File: src/rtl/dmem_dump_arbiter.sv
// dmem_dump_arbiter
// Owns the single data-memory port. The CPU MEM stage uses it until the
// program finishes; after that a small sequencer reads every word in turn
// and streams {addr, data} beats over a valid/ready channel. dump_done
// rises once the last beat has been accepted and stays high until reset.
module dmem_dump_arbiter #(
    parameter int ADDR_W = 9,
    parameter int DATA_W = 32,
    parameter int DEPTH  = 512
) (
    input  logic              clk,
    input  logic              rst_n,
    input  logic              cpu_req,
    input  logic              cpu_we,
    input  logic [ADDR_W-1:0] cpu_addr,
    input  logic [DATA_W-1:0] cpu_wdata,
    output logic [DATA_W-1:0] cpu_rdata,
    output logic              cpu_stall,
    input  logic              finish,
    output logic              mem_en,
    output logic              mem_we,
    output logic [ADDR_W-1:0] mem_addr,
    output logic [DATA_W-1:0] mem_wdata,
    input  logic [DATA_W-1:0] mem_rdata,
    output logic              dump_valid,
    input  logic              dump_ready,
    output logic [ADDR_W-1:0] dump_addr,
    output logic [DATA_W-1:0] dump_data,
    output logic              dump_busy,
    output logic              dump_done
);

    typedef enum logic [2:0] {
        S_IDLE  = 3'd0,
        S_ISSUE = 3'd1,
        S_CAPT  = 3'd2,
        S_OUT   = 3'd3,
        S_DONE  = 3'd4
    } state_t;

    // Address of the last word to dump; the pointer stops here and never wraps.
    localparam logic [ADDR_W-1:0] LAST_ADDR = ADDR_W'(DEPTH - 1);

    state_t            state_r;
    logic [ADDR_W-1:0] ptr_r;

    // RAM read data goes straight back to the CPU; it is only meaningful
    // the cycle after a granted read.
    assign cpu_rdata = mem_rdata;

    // Port ownership: CPU in IDLE/DONE, sequencer in ISSUE/CAPT/OUT.
    always_comb begin
        mem_en    = 1'b0;
        mem_we    = 1'b0;
        mem_addr  = cpu_addr;
        mem_wdata = cpu_wdata;
        cpu_stall = 1'b0;
        case (state_r)
            S_IDLE, S_DONE: begin
                mem_en = cpu_req;
                mem_we = cpu_req & cpu_we;
            end
            S_ISSUE: begin
                mem_en    = 1'b1;
                mem_we    = 1'b0;
                mem_addr  = ptr_r;
                cpu_stall = cpu_req;
            end
            S_CAPT, S_OUT: begin
                // Port is held by the sequencer even while idle so a CPU
                // write can never slip into the RAM mid-dump.
                mem_addr  = ptr_r;
                cpu_stall = cpu_req;
            end
            default: begin
                mem_en    = 1'b0;
                mem_we    = 1'b0;
                cpu_stall = cpu_req;
            end
        endcase
    end

    // Dump sequencer: walks ptr from 0 to LAST_ADDR, one beat per handshake.
    always_ff @(posedge clk or negedge rst_n) begin
        if (!rst_n) begin
            state_r    <= S_IDLE;
            ptr_r      <= '0;
            dump_valid <= 1'b0;
            dump_addr  <= '0;
            dump_data  <= '0;
            dump_busy  <= 1'b0;
            dump_done  <= 1'b0;
        end else begin
            case (state_r)
                S_IDLE: begin
                    if (finish) begin
                        ptr_r     <= '0;
                        dump_busy <= 1'b1;
                        state_r   <= S_ISSUE;
                    end else begin
                        state_r <= S_IDLE;
                    end
                end
                S_ISSUE: begin
                    // Read for ptr is on the port this cycle; data lands next cycle.
                    state_r <= S_CAPT;
                end
                S_CAPT: begin
                    dump_data  <= mem_rdata;
                    dump_addr  <= ptr_r;
                    dump_valid <= 1'b1;
                    state_r    <= S_OUT;
                end
                S_OUT: begin
                    if (dump_ready) begin
                        dump_valid <= 1'b0;
                        if (ptr_r == LAST_ADDR) begin
                            dump_busy <= 1'b0;
                            dump_done <= 1'b1;
                            state_r   <= S_DONE;
                        end else begin
                            ptr_r   <= ptr_r + ADDR_W'(1);
                            state_r <= S_ISSUE;
                        end
                    end else begin
                        state_r <= S_OUT;
                    end
                end
                S_DONE: begin
                    // Terminal until reset; finish is ignored here.
                    state_r <= S_DONE;
                end
                default: begin
                    state_r    <= S_IDLE;
                    dump_valid <= 1'b0;
                    dump_busy  <= 1'b0;
                end
            endcase
        end
    end

endmodule

File: config.mk
export PLATFORM = sky130hd
export DESIGN_NAME = dmem_dump_arbiter
export DESIGN_NICKNAME = d
export VERILOG_FILES = /design/src/rtl/dmem_dump_arbiter.sv
export SDC_FILE = /design/constraint.sdc
export NUM_CORES = 1
export LEC_CHECK = 0
export BUFFER_PORTS_ARGS = -buffer_cell sky130_fd_sc_hd__buf_2
export CORE_UTILIZATION = 38
export CTS_CLUSTER_SIZE = 28
export DETAILED_ROUTE_END_ITERATION = 12
export PLACE_DENSITY = 0.73
export RECOVER_POWER = 100
export SYNTH_ARGS = -nofsm -noshare
export SYNTH_HDL_FRONTEND = slang
export SYNTH_SLANG_ARGS = --single-unit
File: constraint.sdc
create_clock -name clk -period 2.3 [get_ports clk]
set_clock_uncertainty 0.2 [all_clocks]
set_input_delay 0.23 -clock clk [delete_from_list [all_inputs] [get_ports clk]]
set_output_delay 0.23 -clock clk [all_outputs]
set_load 0.005 [all_outputs]
# Yosys cells after proc, flatten, opt, wreduce, memory -nomap -nowiden
# Index checks and enable logic that the tools add are counted.
[classes] n_reduce_logical=10 addsub=1 n_eq_ne=9 n_mux=18 bitwise_logic=3
[op_table] cell="9-bit two-way mux" count=4
[op_table] cell="9-bit one-hot mux with 2 select lines" count=1
[op_table] cell="3-bit one-hot mux with 5 select lines" count=1
[op_table] cell="9-bit by 1-bit adder with 9-bit output (second input constant)" count=1
[op_table] cell="9-bit equality test (second input constant)" count=1
[op_table] cell="3-bit OR reduction" count=3
[op_table] cell="2-bit inequality test (second input constant)" count=4
[op_table] cell="4-bit AND reduction" count=2
[op_table] cell="1-bit two-way mux" count=7
[op_table] cell="3-bit by 2-bit equality test with 1-bit output (second input constant)" count=2
[op_table] cell="3-bit two-way mux" count=2
[op_table] cell="1-bit one-hot mux with 3 select lines" count=2
[op_table] cell="3-bit by 1-bit equality test with 1-bit output (second input constant)" count=1
[op_table] cell="3-bit equality test (second input constant)" count=1
[op_table] cell="3-bit logical NOT" count=1
[op_table] cell="3-bit AND reduction" count=1
[op_table] cell="1-bit NOT" count=2
[op_table] cell="1-bit one-hot mux with 2 select lines" count=1
[op_table] cell="2-bit AND reduction" count=1
[op_table] cell="2-bit nonzero test" count=1
[op_table] cell="2-bit OR reduction" count=1
[op_table] cell="1-bit bitwise AND" count=1
[totals] input_bits=79 regBits=56

# Logic depth before layout (Yosys ltp)
# Gate-level depths: netlist (run 1).
[logic_depth] word_depth=4 ltp_mapped=9 ltp_nobuf=8

# Worst setup path before layout (run 1)
# Ideal clock, no wire load.
[synth_path] path_kind="register to register" start="reg ptr_r[0]" end="reg ptr_r[4]" n_path_buf=1 stages_incl_launch_ff=10 t_arrival_ns=1.898 period_less_slack_ns=2.231 slack_ns=0.069 required_ns=1.967 cell_sequence="dfrtp_1 ha_1 and3_1 and3_1 ha_1 and4b_1 o21ai_1 buf_6 o21ai_0 o21ai_0"
[synth_via] elab_chain_len=4 word_cells_on_any_way=7
[synth_rtl] element="start, declared" line="45" rtl="logic [ADDR_W-1:0] ptr_r;"
[synth_rtl] element="start signal, assigned" line="122" rtl="ptr_r <= ptr_r + ADDR_W'(1);"
[synth_rtl] element="9-bit by 1-bit adder with 9-bit output" line="122"
[synth_rtl] element="9-bit two-way mux" line="117" rtl="if (ptr_r == LAST_ADDR) begin"
[synth_rtl] element="9-bit two-way mux" line="115" rtl="if (dump_ready) begin"
[synth_rtl] element="9-bit one-hot mux with 2 select lines" line="94" rtl="case (state_r)"
# Parallel ways exist; a longest one is shown, timed or not. The select of a mux whose other input is x is not followed.
# A chain may end at the register's enable or synchronous reset.

# Worst setup path in the final report (run 1)
[layout_path] start="reg state_r[0]" end="out mem_addr[1]"
[layout_via] elab_chain_len=3 word_cells_on_any_way=5
[layout_rtl] element="start, declared" line="44" rtl="state_t state_r;"
[layout_rtl] element="start signal, assigned" line="86" rtl="state_r <= S_IDLE;"
[layout_rtl] element="start signal, assigned" line="99" rtl="state_r <= S_ISSUE;"
[layout_rtl] element="start signal, assigned" line="101" rtl="state_r <= S_IDLE;"
[layout_rtl] element="3-bit by 2-bit equality test with 1-bit output or 3-bit by 1-bit equality test with 1-bit output (tied branches)" line="58" rtl="case (state_r)"
[layout_rtl] element="3-bit OR reduction (no line) *"
[layout_rtl] element="9-bit two-way mux *" line="58"
[layout_rtl] element="end, declared" line="22" rtl="output logic [ADDR_W-1:0] mem_addr,"
# Every way passes the cells marked *; elsewhere a longest branch is shown, timed or not.

==> impl.org, run 1 <==
** Timing
- Setup repair after global routing could not meet its margin everywhere.
- The final count of hold timing violations is 0.
- Tightest hold margin :: 136 ps
- Setup violations remaining at the end of the flow were counted as 0.
- Headroom to the max-slew limit :: -3.59%
- Static timing analysis puts the maximum clock frequency at 456 MHz.
- Max-slew violation count :: 27
- Shortest period the worst path allows :: 2190 ps
- The worst path uses 95.3% of the clock period.
- Slew at the pin with the worst max-slew slack :: 1550 ps

** Yosys
- Gate Count Post-Synth :: 248
- Cell types with the largest area share after synthesis :: dfrtp_1 47%, mux2_2 18%, buf_4 16%
- A synthesized cell averages 12.1 um^2.
- Portion of netlist area occupied by mux cells :: 19.8%
- After synthesis, flip-flops and latches occupy 46.6% of the total area.
- In this run, synthesis produced a sequential element count of 56.
- The number of nets handed over by synthesis was 330.
- Most numerous cell in the Yosys netlist :: buf_4
- The synthesized design contains 0 enable-type register cells.
- The synthesized netlist devotes 1.25% of its cell area to adder and majority cells.
- In the synthesized netlist, the cells that appear most often are 65 x buf_4, 56 x dfrtp_1, 48 x mux2_2.
- Netlist Area Pre-Place :: 3010 um^2
- During synthesis, Yosys emitted a total of 0 warnings.
- Share of synthesized cell area in and, or, nand and nor gates :: 7.36%
- Synthesized-area fraction occupied by ao, oa, aoi and oai cells :: 6.03%
- Yosys top cell area share :: 46.6%
- Top FF cell, synth :: dfrtp_1
- In this run, distinct cell masters in the synthesized netlist total 32.
- After synthesis, the largest family of logic cells by area is multiplexers.
- Leading area contributor after synthesis :: dfrtp_1
- Async set-reset flop share out of synthesis :: 100%
- Summing the areas of all xor and xnor instances in the mapped netlist gives 0% of the synthesized area.

** Floorplan
- Core area :: 7690 um^2
- For this configuration, the core starts out at a cell density of 39.1%.
- Die ar. :: 8280 um^2
- The die is 91.0 um wide.
- Top-Level Pins :: 199
- After floorplanning, the core was divided into 32 placement rows.
- Die span in y :: 91.0 um

** Layout
- Cells fill 49.0% of the core in the end.
- For this run, the post-layout net count is 446.
- Proportion of layout cells with a drive suffix above 1 :: 49.3%
- Compared with the post-synthesis result, the final layout area differs by 25.2%.
- Finished layout cell area :: 3770 um^2
- Diodes inserted :: 0

** Worst setup path
- Startpoint kind of the worst setup timing path :: flop
- Grouping stages by cell kind, the critical path spends the most delay in flip-flops.
- Data arrives at the worst endpoint at 1760 ps.
- CP max stage cell :: dfrtp_1
- Of all nets on the critical path, the largest fanout is 12.
- Cell Chain, Critical Path :: o21ai_4 -> buf_12 -> mux2_2 -> buf_2
- The worst register-to-register path begins at ptr_r[0].
- Setup slack on the worst reg-to-reg path comes out at 130 ps.
- The critical path contains buffers and inverters numbering 2 combined.
- Worst endpoint required time :: 1870 ps
- In this run the critical register-to-register path is captured at ptr_r[0].
- In this design, the stage delay of the slowest critical-path cell is 580 ps.
- The critical path is of the reg -> out type.
- Critical path endpoint category :: primary output
- Count of cells along the worst register-to-register path :: 7

** Status
- Violated checks :: capacitance limit, slew limit
- Outcome :: finished, violations left

** Placed design
- Summing all placed instances gives a cell area of 3360 um^2.
- Global placer's final weighted congestion :: 0.726
- During placement, the flow inserted port buffers numbering 134.
- After legalization and detailed placement, the total HPWL measured 4060 um.

** Global routing
- Number of antenna violations at the first check in global routing :: 0
- The number of global-route vias before repair came to 2,088.
- Summed over all layers, the global routing overflow is 0.
- The first global-routing pass estimated 9730 um of wire.
- Largest net degree at the start of global routing :: 38
- Global routing used 14.7% of the available tracks across all layers.

** Clock network
- TritonCTS clock tree :: built
- Root Buffer :: clkbuf_8
- Clock-pin slew was measured on the worst setup and hold paths at 90 ps.
- Inserted Clock Buffers :: 5
- Clock network latency to the later pin of the worst-skew pair :: 300 ps
- Maximum clock path buffer count :: 2
- The clock tree synthesis step divided the H-tree into 2 levels.
- Clock sink count :: 56

** Drt
- After detailed routing, the number of remaining DRC violations is 0.
- Number of antenna-violating nets in the routed design :: 0
- The first TritonRoute pass finished after 4 iterations.
- Via count :: 2,195
- The detailed router finished its first iteration with 41 violations.
- Detailed-route vias per instance :: 4.70
- Routed wire length :: 6250 um
- In the final routed layout, each cell accounts on average for 13.4 um.

** Power and ir drop
- For this design the ratio of total power to cell area is 997 nW/um^2.
- In this run the static leakage power is 1.85 nW.
- Across the VDD grid, the largest voltage drop is 310 uV.
- Total Power :: 3.76 mW

** Hold path
- Worst-case hold path end point :: state_r[0]
- The worst hold path belongs to the class in -> reg.
- Along the worst hold path, the cell count comes to 4.
- Worst hold start :: finish

** Run
- Max-cap violations :: 1
[per-stage QoR]
step / setup TNS (ps) / std cells / setup slack (ps)
floorplan: 0 / 248 / 68.8
global placement: -179 / 424 / -38.4
detailed placement: -684 / 424 / -109
CTS: 0 / 466 / 10.9
global route: -6.40 / 467 / -6.40
finish: 0 / 467 / 107
[worst reg2reg max path, cell delays in order (launching register included)]
cell	delay [ps]
dfrtp_1	390
ha_1	220
and3_1	170
and3_1	190
ha_1	190
and4b_1	290
o21ai_4	120
mux2_2	290
[how the worst max path moves through the flow]
stage | cells after the start | end | from | slack [ps]
final | 4 | mem_addr[1] | state_r[0] | 110
after global routing | 8 | ptr_r[5] | ptr_r[0] | -6
after CTS | 3 | mem_addr[0] | state_r[0] | 10
after detailed placement | 8 | ptr_r[5] | ptr_r[1] | -110
after global placement | 8 | ptr_r[3] | ptr_r[0] | -40
after floorplan | 9 | ptr_r[4] | ptr_r[0] | 70
[logic make-up (layout without fill, tap and decap cells)]
kind of cell             after synthesis  after routing
buffers and inverters                 75            192
adder cells (fa/ha/maj)                3              3
AO/OA/AOI/OAI                         29             29
multiplexers                          52             52
flip-flops                            56             56
AND/OR/NAND/NOR                       33             33
[layout make-up]
class                           count  area (um^2)
Fill cell                         704         3920
Sequential cell                    56         1400
Timing Repair Buffer              181         1090
Multi-Input combinational cell    117         1040
Tap cell                          102          128
Clock buffer                        8         90.1
Inverter                            3         11.3
[flip-flops by register name (all words and copies together) (netlist names)]
| register | cells |
|---|---|
| dump_addr | 9 |
| dump_data | 32 |
| ptr_r | 9 |
| dump_busy | 1 |
| state_r | 3 |
| dump_done | 1 |
| dump_valid | 1 |
[routing by layer]
metal | routed length, um | track usage [%] | part of all wire (%)
met5 | 0 | 0 | 0
met3 | 382 | 3.43 | 6.1
met4 | 63 | 4.37 | 1.0
met2 | 3430 | 28.7 | 55
met1 | 2380 | 15.5 | 38
[where the power goes]
group          switching (mW)  internal (mW)  total, mW
combinational           0.709          0.919       1.63
clock                   0.298          0.246      0.544
sequential              0.231           1.35       1.58
total                    1.24           2.52       3.76
[what timing repair did]
action | 4_1_cts | 5_1_grt
setup endpoints to repair | 9 | 18
gates resized for setup | 1 | 5
pin swaps | 0 | 2
buffers inserted | 0 | 1
endpoints found under the hold margin | 59 | 0
hold buffers | 34 | 0
[cell usage in the layout, fill, tap and decap left out, types with 6 or more instances in the layout]
| cell | instances |
|---|---|
| buf_4 | 10 |
| nand2_1 | 6 |
| mux2_2 | 48 |
| o21ai_0 | 7 |
| o21ai_1 | 7 |
| dlygate4sd3_1 | 34 |
| clkbuf_1 | 35 |
| clkbuf_8 | 6 |
| dfrtp_1 | 56 |
| nor2_1 | 6 |
| and3_1 | 6 |
| buf_2 | 98 |
Note: power is estimated with default switching activity, not from simulation.
==> run 2, diff against run 1 <==
CORE_UTILIZATION = 46   (was 38)
GPL_ROUTABILITY_DRIVEN = 0   (was not set)
PLACE_DENSITY = 0.83   (was 0.73)
clock period = 2.81 ns   (was 2.3 ns; I/O delays follow)
==> impl.org, run 2 (same netlist as run 1, synthesis figures left out) <==
** Power and ir drop
- The fraction of power spent switching nets was 33.0% (was 32.9%).
- The power density over the cells was 901 nW/um^2 (was 997 nW/um^2).
- Largest vdd supply drop :: 434 uV (was 310 uV)
- Internal portion of total power :: 1.99 mW (was 2.52 mW)
- Total Power :: 2.97 mW (was 3.76 mW)
- Share of total power in the clock network :: 15.7% (was 14.5%)
- The reported leakage power came to 1.64 nW (was 1.85 nW).
- Share of total power in combinational logic :: 39.9% (was 43.4%)
- Switching Power :: 0.978 mW (was 1.24 mW)
- Seq pwr share :: 44.4% (was 42.2%)

** Worst setup path
- Setup slack on the worst flop-to-flop path :: 200 ps (was 130 ps)
- The kind of start point of the critical path is a flop (unchanged).
- Cell Chain, Critical Path: ha_1 -> and3_1 -> and3_1 -> ha_1 -> and4b_1 -> o21ai_2 -> o21ai_0 -> o21ai_0 (was o21ai_4 -> buf_12 -> mux2_2 -> buf_2).
- Worst endpoint required time :: 2820 ps (was 1870 ps)
- The highest net fanout along the worst path is 11 (was 12).
- Critical path endpoint category :: flop (was primary output)
- CP Buf/Inv Count :: 0 (was 2)
- Worst setup startpoint :: ptr_r[1] (was state_r[0])
- Data arrival time at the worst-slack endpoint :: 2620 ps (was 1760 ps)
- The delay of the slowest critical-path stage is 460 ps (was 580 ps).
- The gate family responsible for the most delay along the worst path was simple AND/OR/NAND/NOR gates (was flip-flops).
- Launch instance of the worst register-to-register path :: ptr_r[1] (was ptr_r[0])
- CP max stage cell :: dfrtp_1 (unchanged)
- Category of the critical setup timing path :: reg -> reg (was reg -> out)
- The cell depth of the worst flop-to-flop path is 8 (was 7).
- FF-to-FF End :: ptr_r[4] (was ptr_r[0])

** Clock network
- The register clock-pin slew on the reported worst setup and hold paths was 100 ps (was 90 ps).
- The insertion delay to the later sink of the worst-skew pair is 300 ps (about the same).
- Maximum clock path buffer count :: 2 (unchanged)
- The total number of H-tree levels is 2 (unchanged).
- Clock sink count :: 56 (unchanged)
- The total clock buffers created by CTS came to 5 (unchanged).
- The clock tree from TritonCTS was built (unchanged).
- Root Buffer :: clkbuf_8 (unchanged)

** Timing
- Headroom to the max-slew limit :: 20.7% (was -3.59%)
- Max-slew violation count :: 0 (was 27)
- Shortest period the worst path allows :: 2610 ps
- The measured slew at the worst slew-check pin was 1190 ps (was 1550 ps).
- The final critical path takes up 92.9% of the cycle.
- The post-route worst setup slack was 200 ps (was 107 ps).
- Number of setup violations in the final report :: 0 (unchanged)
- Based on the critical path, the design can be clocked at up to 383 MHz.
- The total negative slack for setup checks was 0 ps (unchanged).
- RSZ-0062 raised after global routing :: false (was true)
- Hold Fails Final Rpt :: 1 (was 0)
- Tightest hold margin :: -0.0823 ps (was 136 ps)

** Layout
- Largest reg by FF count :: dump_data (unchanged)
- The fraction of final layout cells sized beyond drive strength 1 came to 53.0% (was 49.3%).
- The antenna diode count is 0 (unchanged).
- The total number of nets in the final design is 403 (was 446).
- Most frequent cells in the layout: 101 x buf_2, 56 x dfrtp_1, 48 x mux2_2 (was 98 x buf_2, 56 x dfrtp_1, 48 x mux2_2).
- The number of standard cells in the final layout excluding fillers was 398 (was 467).
- Largest registers: dump_data: 32 flops, dump_addr: 9 flops, ptr_r: 9 flops (unchanged).
- Max reg flops :: 32 (unchanged)
- The commonest non-fill, non-tap cell in the layout is buf_2 (unchanged).
- The growth of design area from synthesis to finish is 9.40% (was 25.2%).

** Hold path
- Worst hold start :: mem_rdata[0] (was finish)
- The endpoint of the worst hold-timing path was dump_data[0] (was state_r[0]).
- Hold Path Stages :: 2 (was 4)
- Tightest Hold Check Type :: in -> reg (unchanged)

** Placed design
- Instance count after placement with tap cells included :: 390 (was 424)
- Place WS :: 56.0 ps (was -109 ps)
- The number of I/O port buffers was 134 (unchanged).
- The placed wire-length estimate after detailed placement is 4240 um (was 4060 um).

** Drt
- First-iteration detailed-routing DRC count :: 51 (was 41)
- The number of nets with antenna violations after detailed routing came to 0 (unchanged).
- Routed wire length :: 5650 um (was 6250 um)
- The remaining routing DRC violations was 0 (unchanged).
- The detailed-route vias per instance is 5.11 (was 4.70).
- The total vias in the final route was 2,034 (was 2,195).
- Initial DRT Pass Iterations :: 4 (unchanged)
- The wire length per cell was 14.2 um (was 13.4 um).

** Global routing
- The first-pass GRT wire length is 9360 um (was 9730 um).
- The met1 track utilization from global routing is 20.0% (was 15.5%).
- Largest net degree at the start of global routing :: 42 (was 38)
- The number of global-route vias before repair came to 1,929 (was 2,088).
- GR Layer Usage met2 :: 29.7% (was 28.7%)
- Busiest metal layer after global routing :: met2 (unchanged)
- The residual overflow from global routing came to 0 (unchanged).
- The met3 capacity usage during global routing came to 4.37% (was 3.43%).
- Number of antenna violations at the first check in global routing :: 0 (unchanged)
- The overall fraction of global-route tracks in use is 16.9% (was 14.7%).

** Floorplan
- Site Rows :: 29 (was 32)
- The overall die area came to 6870 um^2 (was 8280 um^2).
- X dimension of the die :: 82.9 um (was 91.0 um)
- The area of the core was 6310 um^2 (was 7690 um^2).
- The boundary pin count is 199 (unchanged).
- Die span in y :: 82.9 um (was 91.0 um)
- The starting density of the core was 47.6% (was 39.1%).

** Run
- Max-cap violations :: 0 (was 1)

** Status
- Outcome: finished, violations left (unchanged).
- Violated checks :: hold timing (was capacitance limit, slew limit)
-- run 2: layer usage --
layer,vias to the layer above,part of all wire [%]
li1,937,-
met1,974,38
met2,108,52
met3,15,7.5
met4,0,1.8
met5,-,0
-- run 2: area by class of cell --
class | count | area [um^2]
Clock buffer | 7 | 96.3
Inverter | 3 | 11.3
Sequential cell | 56 | 1400
Multi-Input combinational cell | 117 | 1030
Timing Repair Buffer | 138 | 657
Fill cell | 571 | 3020
Tap cell | 77 | 96.3
-- run 2: metrics by stage --
| stage | util [%] | cell area [um^2] |
|---|---|---|
| after global routing | 52.1 | 3290 |
| final | 52.1 | 3290 |
| after detailed placement | 51.3 | 3240 |
| after CTS | 53.0 | 3350 |
| after global placement | 51.3 | 3240 |
| after floorplan | - | 3010 |
-- run 2: worst max path at each step --
stage | depth (start not counted) | slack [ps] | end
global route | 8 | 50 | ptr_r[3]
floorplan | 9 | 580 | ptr_r[4]
CTS | 8 | 210 | ptr_r[5]
finish | 8 | 200 | ptr_r[4]
detailed placement | 8 | 60 | ptr_r[5]
global placement | 8 | 210 | ptr_r[3]
-- run 2: worst register-to-register path: cells and delay by family (launching register included) --
| kind | cells | cell delay (ps) |
|---|---|---|
| DFF | 1 | 460 |
| adders and majority gates | 2 | 480 |
| AOI/OAI and AO/OA | 3 | 650 |
| and+or+nand+nor | 3 | 740 |
-- run 2: repair_timing --
item | CTS | global route
buffers inserted | 0 | 0
hold buffers | 1 | 0
gates resized for setup | 1 | 0
endpoints found under the setup margin | 3 | 0
endpoints found under the hold margin | 23 | 0
-- run 2: power groups by stage --
stage | Combinational [mW] | Sequential, mW | Clock [mW]
final | 1.18 | 1.32 | 0.465
after global routing | 1.31 | 1.37 | 0.509
after CTS | 1.25 | 1.32 | 0.487
after detailed placement | 1.25 | 1.34 | 0
after global placement | 1.21 | 1.32 | 0
after floorplan | 0.884 | 1.31 | 0
==> run 3, diff against run 2 <==
ABC_AREA = 1   (was not set)
CORE_UTILIZATION = 47   (was 46)
RECOVER_POWER = not set   (was 100)
==> impl.org, run 3 <==
** Clock network
- The clock sink count came to 56 (unchanged).
- Clock Pin Slew Worst Setup and Hold Paths :: 100 ps (about the same)
- The total number of H-tree levels came to 2 (unchanged).
- TritonCTS clock tree :: built (unchanged)
- Clock network latency to the later pin of the worst-skew pair :: 300 ps (about the same)
- The maximum buffer depth of the clock tree was 2 (unchanged).
- The count of buffers added by post-CTS timing repair for setup was 0 (unchanged).
- Number of buffers added to fix hold violations after cts :: 1 (unchanged)
- Root Buffer :: clkbuf_8 (unchanged)
- The number of gates resized after cts came to 0 (was 1).
- Inserted Clock Buffers :: 5 (unchanged)

** Floorplan
- Site Rows :: 29 (unchanged)
- Die ar. :: 7080 um^2 (was 6870 um^2)
- Core area :: 6420 um^2 (was 6310 um^2)
- Top-Level Pins :: 199 (unchanged)
- Die span in y :: 84.1 um (was 82.9 um)
- The horizontal extent of the die came to 84.1 um (was 82.9 um).
- Starting density of the core :: 49.4% (was 47.6%)

** Power and ir drop
- The reported leakage power was 1.88 nW (was 1.64 nW).
- Power Density :: 932 nW/um^2 (was 901 nW/um^2)
- Largest vdd supply drop :: 341 uV (was 434 uV)

** Global routing
- Overall fraction of global-route tracks in use :: 16.9% (about the same)
- The first-pass GRT wire length was 9600 um (was 9360 um).
- Largest net degree at the start of global routing :: 53 (was 42)
- GR Overflow Total :: 0 (unchanged)
- The number of antenna violations at the first check in global routing was 0 (unchanged).
- The number of global-route vias before repair is 2,042 (was 1,929).

** Drt
- The remaining routing DRC violations is 30 (was 0).
- Number of antenna-violating nets in the routed design :: 0 (unchanged)
- The wire length per cell came to 13.3 um (was 14.2 um).
- Detailed-route vias per instance :: 4.82 (was 5.11)
- The DRC marker count from the first detailed-route iteration was 88 (was 51).
- The total vias in the final route came to 2,175 (was 2,034).
- The post-detailed-routing wire length came to 6000 um (was 5650 um).
- Initial DRT Pass Iterations :: 8 (was 4)

** Worst setup path
- The nature of the critical path endpoint was a primary output (was flop).
- Crit-path max cell delay :: 430 ps (was 460 ps)
- The cell with the largest stage delay on the worst path is dfrtp_1 (unchanged).
- The highest net fanout along the worst path was 18 (was 11).
- Launch instance of the worst register-to-register path :: ptr_r[1] (unchanged)
- The kind of start point of the critical path is a flop (unchanged).
- Worst setup startpoint :: state_r[1] (was ptr_r[1])
- The data arrival time of the critical path is 1700 ps (was 2620 ps).
- Cell Chain, Critical Path: nor2_2 -> inv_1 -> nand2_2 -> nand2_1 -> o21ai_0 -> buf_2 (was ha_1 -> and3_1 -> and3_1 -> ha_1 -> and4b_1 -> o21ai_2 -> o21ai_0 -> o21ai_0).
- CP delay by family, top :: simple AND/OR/NAND/NOR gates (unchanged)
- The count of buffering cells on the critical path with inverters included came to 2 (was 0).
- The critical path data required time was 2330 ps (was 2820 ps).
- The type of the worst setup path was reg -> out (was reg -> reg).

** Status
- Violated checks: DRC (was hold timing).
- Outcome: finished, violations left (unchanged).

** Yosys
- Netlist Area Pre-Place :: 3170 um^2 (was 3010 um^2)
- The area share of the leading cell type in the synthesized netlist is 44.2% (was 46.6%).
- Number of flops mapped to enable cells by yosys :: 0 (unchanged)
- Synth Area per Inst :: 10.5 um^2 (was 12.1 um^2)
- Post-Synthesis Net Count :: 384 (was 330)
- The number of different library cells in the post-synthesis netlist was 28 (was 32).
- Top FF cell, synth :: dfrtp_1 (unchanged)
- Leading area contributor after synthesis :: dfrtp_1 (unchanged)
- Fraction of the yosys area taken by sequential cells :: 44.2% (was 46.6%)
- Synth top cells by count: 64 x buf_4, 56 x dfrtp_1, 46 x nand2_1 (was 65 x buf_4, 56 x dfrtp_1, 48 x mux2_2).
- The post-synthesis sequential element count is 56 (unchanged).
- The share of flip-flops with an asynchronous set or reset was 100% (unchanged).
- Most numerous cell in the Yosys netlist :: buf_4 (unchanged)
- Cell types with the largest area share after synthesis: dfrtp_1 44%, buf_4 15%, mux2_4 14% (was dfrtp_1 47%, mux2_2 18%, buf_4 16%).
- The number of warnings printed during yosys synthesis came to 0 (unchanged).
- Gate Count Post-Synth :: 302 (was 248)

** Layout
- Number of fill cells :: 562 (was 571)
- Most common cell after layout, fill and taps aside :: buf_2 (unchanged)
- The multi-input combinational cell area was 1120 um^2 (was 1030 um^2).
- Largest registers: dump_data: 32 flops, dump_addr: 9 flops, ptr_r: 9 flops (unchanged).
- The number of standard cells in the final layout excluding fillers was 451 (was 398).
- The share of the core filled with cells in the final layout was 54.1% (was 52.1%).
- Area taken by flip-flops and latches :: 1400 um^2 (unchanged)
- The fraction of final layout cells sized beyond drive strength 1 was 53.5% (was 53.0%).
- The register with the most flip-flops is dump_data (unchanged).
- Most frequent cells in the layout: 134 x buf_2, 56 x dfrtp_1, 46 x nand2_1 (was 101 x buf_2, 56 x dfrtp_1, 48 x mux2_2).
- The growth of design area from synthesis to finish came to 9.67% (was 9.40%).
- Diodes inserted :: 0 (unchanged)
- Max reg flops :: 32 (unchanged)
- The total number of nets in the final design was 456 (was 403).

** Timing
- Final total negative setup slack :: 0 ps (unchanged)
- Maximum clock frequency :: 458 MHz (was 383 MHz)
- Hold Fails Final Rpt :: 0 (was 1)
- The share of the clock period used by the worst path after layout came to 77.6% (was 92.9%).
- The worst hold margin is 21.9 ps (was -0.0823 ps).
- Shortest period the worst path allows :: 2180 ps (was 2610 ps)
- The final count of pins violating max slew is 0 (unchanged).
- Headroom to the max-slew limit :: 47.9% (was 20.7%)
- RSZ-0062 raised after global routing: false (unchanged).
- Number of setup violations in the final report :: 0 (unchanged)
- Slew at the pin with the worst max-slew slack :: 782 ps (was 1190 ps)

** Hold path
- Tightest Hold Check Type :: in -> reg (unchanged)
- Worst hold start :: mem_rdata[24] (was mem_rdata[0])

** Placed design
- The placed wire-length estimate after detailed placement came to 4430 um (was 4240 um).
- Port-buffer cells :: 134 (unchanged)
- The number of cells in the design after placement was 442 (was 390).

** Run
- The number of maximum-capacitance violations came to 0 (unchanged).
run 3: per-stage QoR:
| stage | total power, mW | setup WS [ps] | area [um^2] |
|---|---|---|---|
| floorplan | 2.50 | 910 | 3170 |
| global placement | 2.80 | 855 | 3380 |
| detailed placement | 2.86 | 799 | 3380 |
| CTS | 3.28 | 600 | 3470 |
| global route | 3.47 | 466 | 3480 |
| finish | 3.24 | 629 | 3480 |
run 3: final timing paths:
kind | to | slack (ps) | depth (start not counted)
min in group asynchronous | dump_addr[5] | 330 | 2
hold reg to reg | dump_done | 280 | 2
setup / recovery | mem_addr[1] | 630 | 6
hold / removal | dump_data[24] | 20 | 2
max in group asynchronous | ptr_r[6] | 1240 | 3
setup reg to reg | ptr_r[0] | 770 | 12
run 3: report_power, final:
part	switching [mW]	total [mW]	leakage, nW	internal, mW
logic	0.730	1.56	1.15	0.832
clock network	0.240	0.410	0.0410	0.170
registers	0.167	1.27	0.693	1.10
run 3: kinds of logic after synthesis:
family,count (synthesis),synth area share [%]
and+or+nand+nor,82,12.4
buffers and inverters,94,20.4
AOI/OAI and AO/OA,35,6.87
adders and majority gates,3,1.18
muxes,32,14.9
DFF,56,44.2
run 3: layout make-up:
cell class / count / share of cell area (%)
flip-flops and latches: 56 / 40.3
clock buffers: 6 / 2.09
repair buffers: 137 / 20.1
inverters: 22 / 2.37
well taps: 77 / 2.77
clock inverters: 1 / 0.144
multi-input cells: 152 / 32.2
run 3: routing by layer:
metal | part of all wire [%] | wire, um | vias to the layer above | GRT usage, %
li1 | - | - | 1046 | -
met5 | 0 | 0 | - | 0
met2 | 51 | 3050 | 109 | 30.1
met3 | 7.1 | 424 | 7 | 4.52
met4 | 0.77 | 46 | 0 | 3.61
met1 | 41 | 2490 | 1013 | 20.5
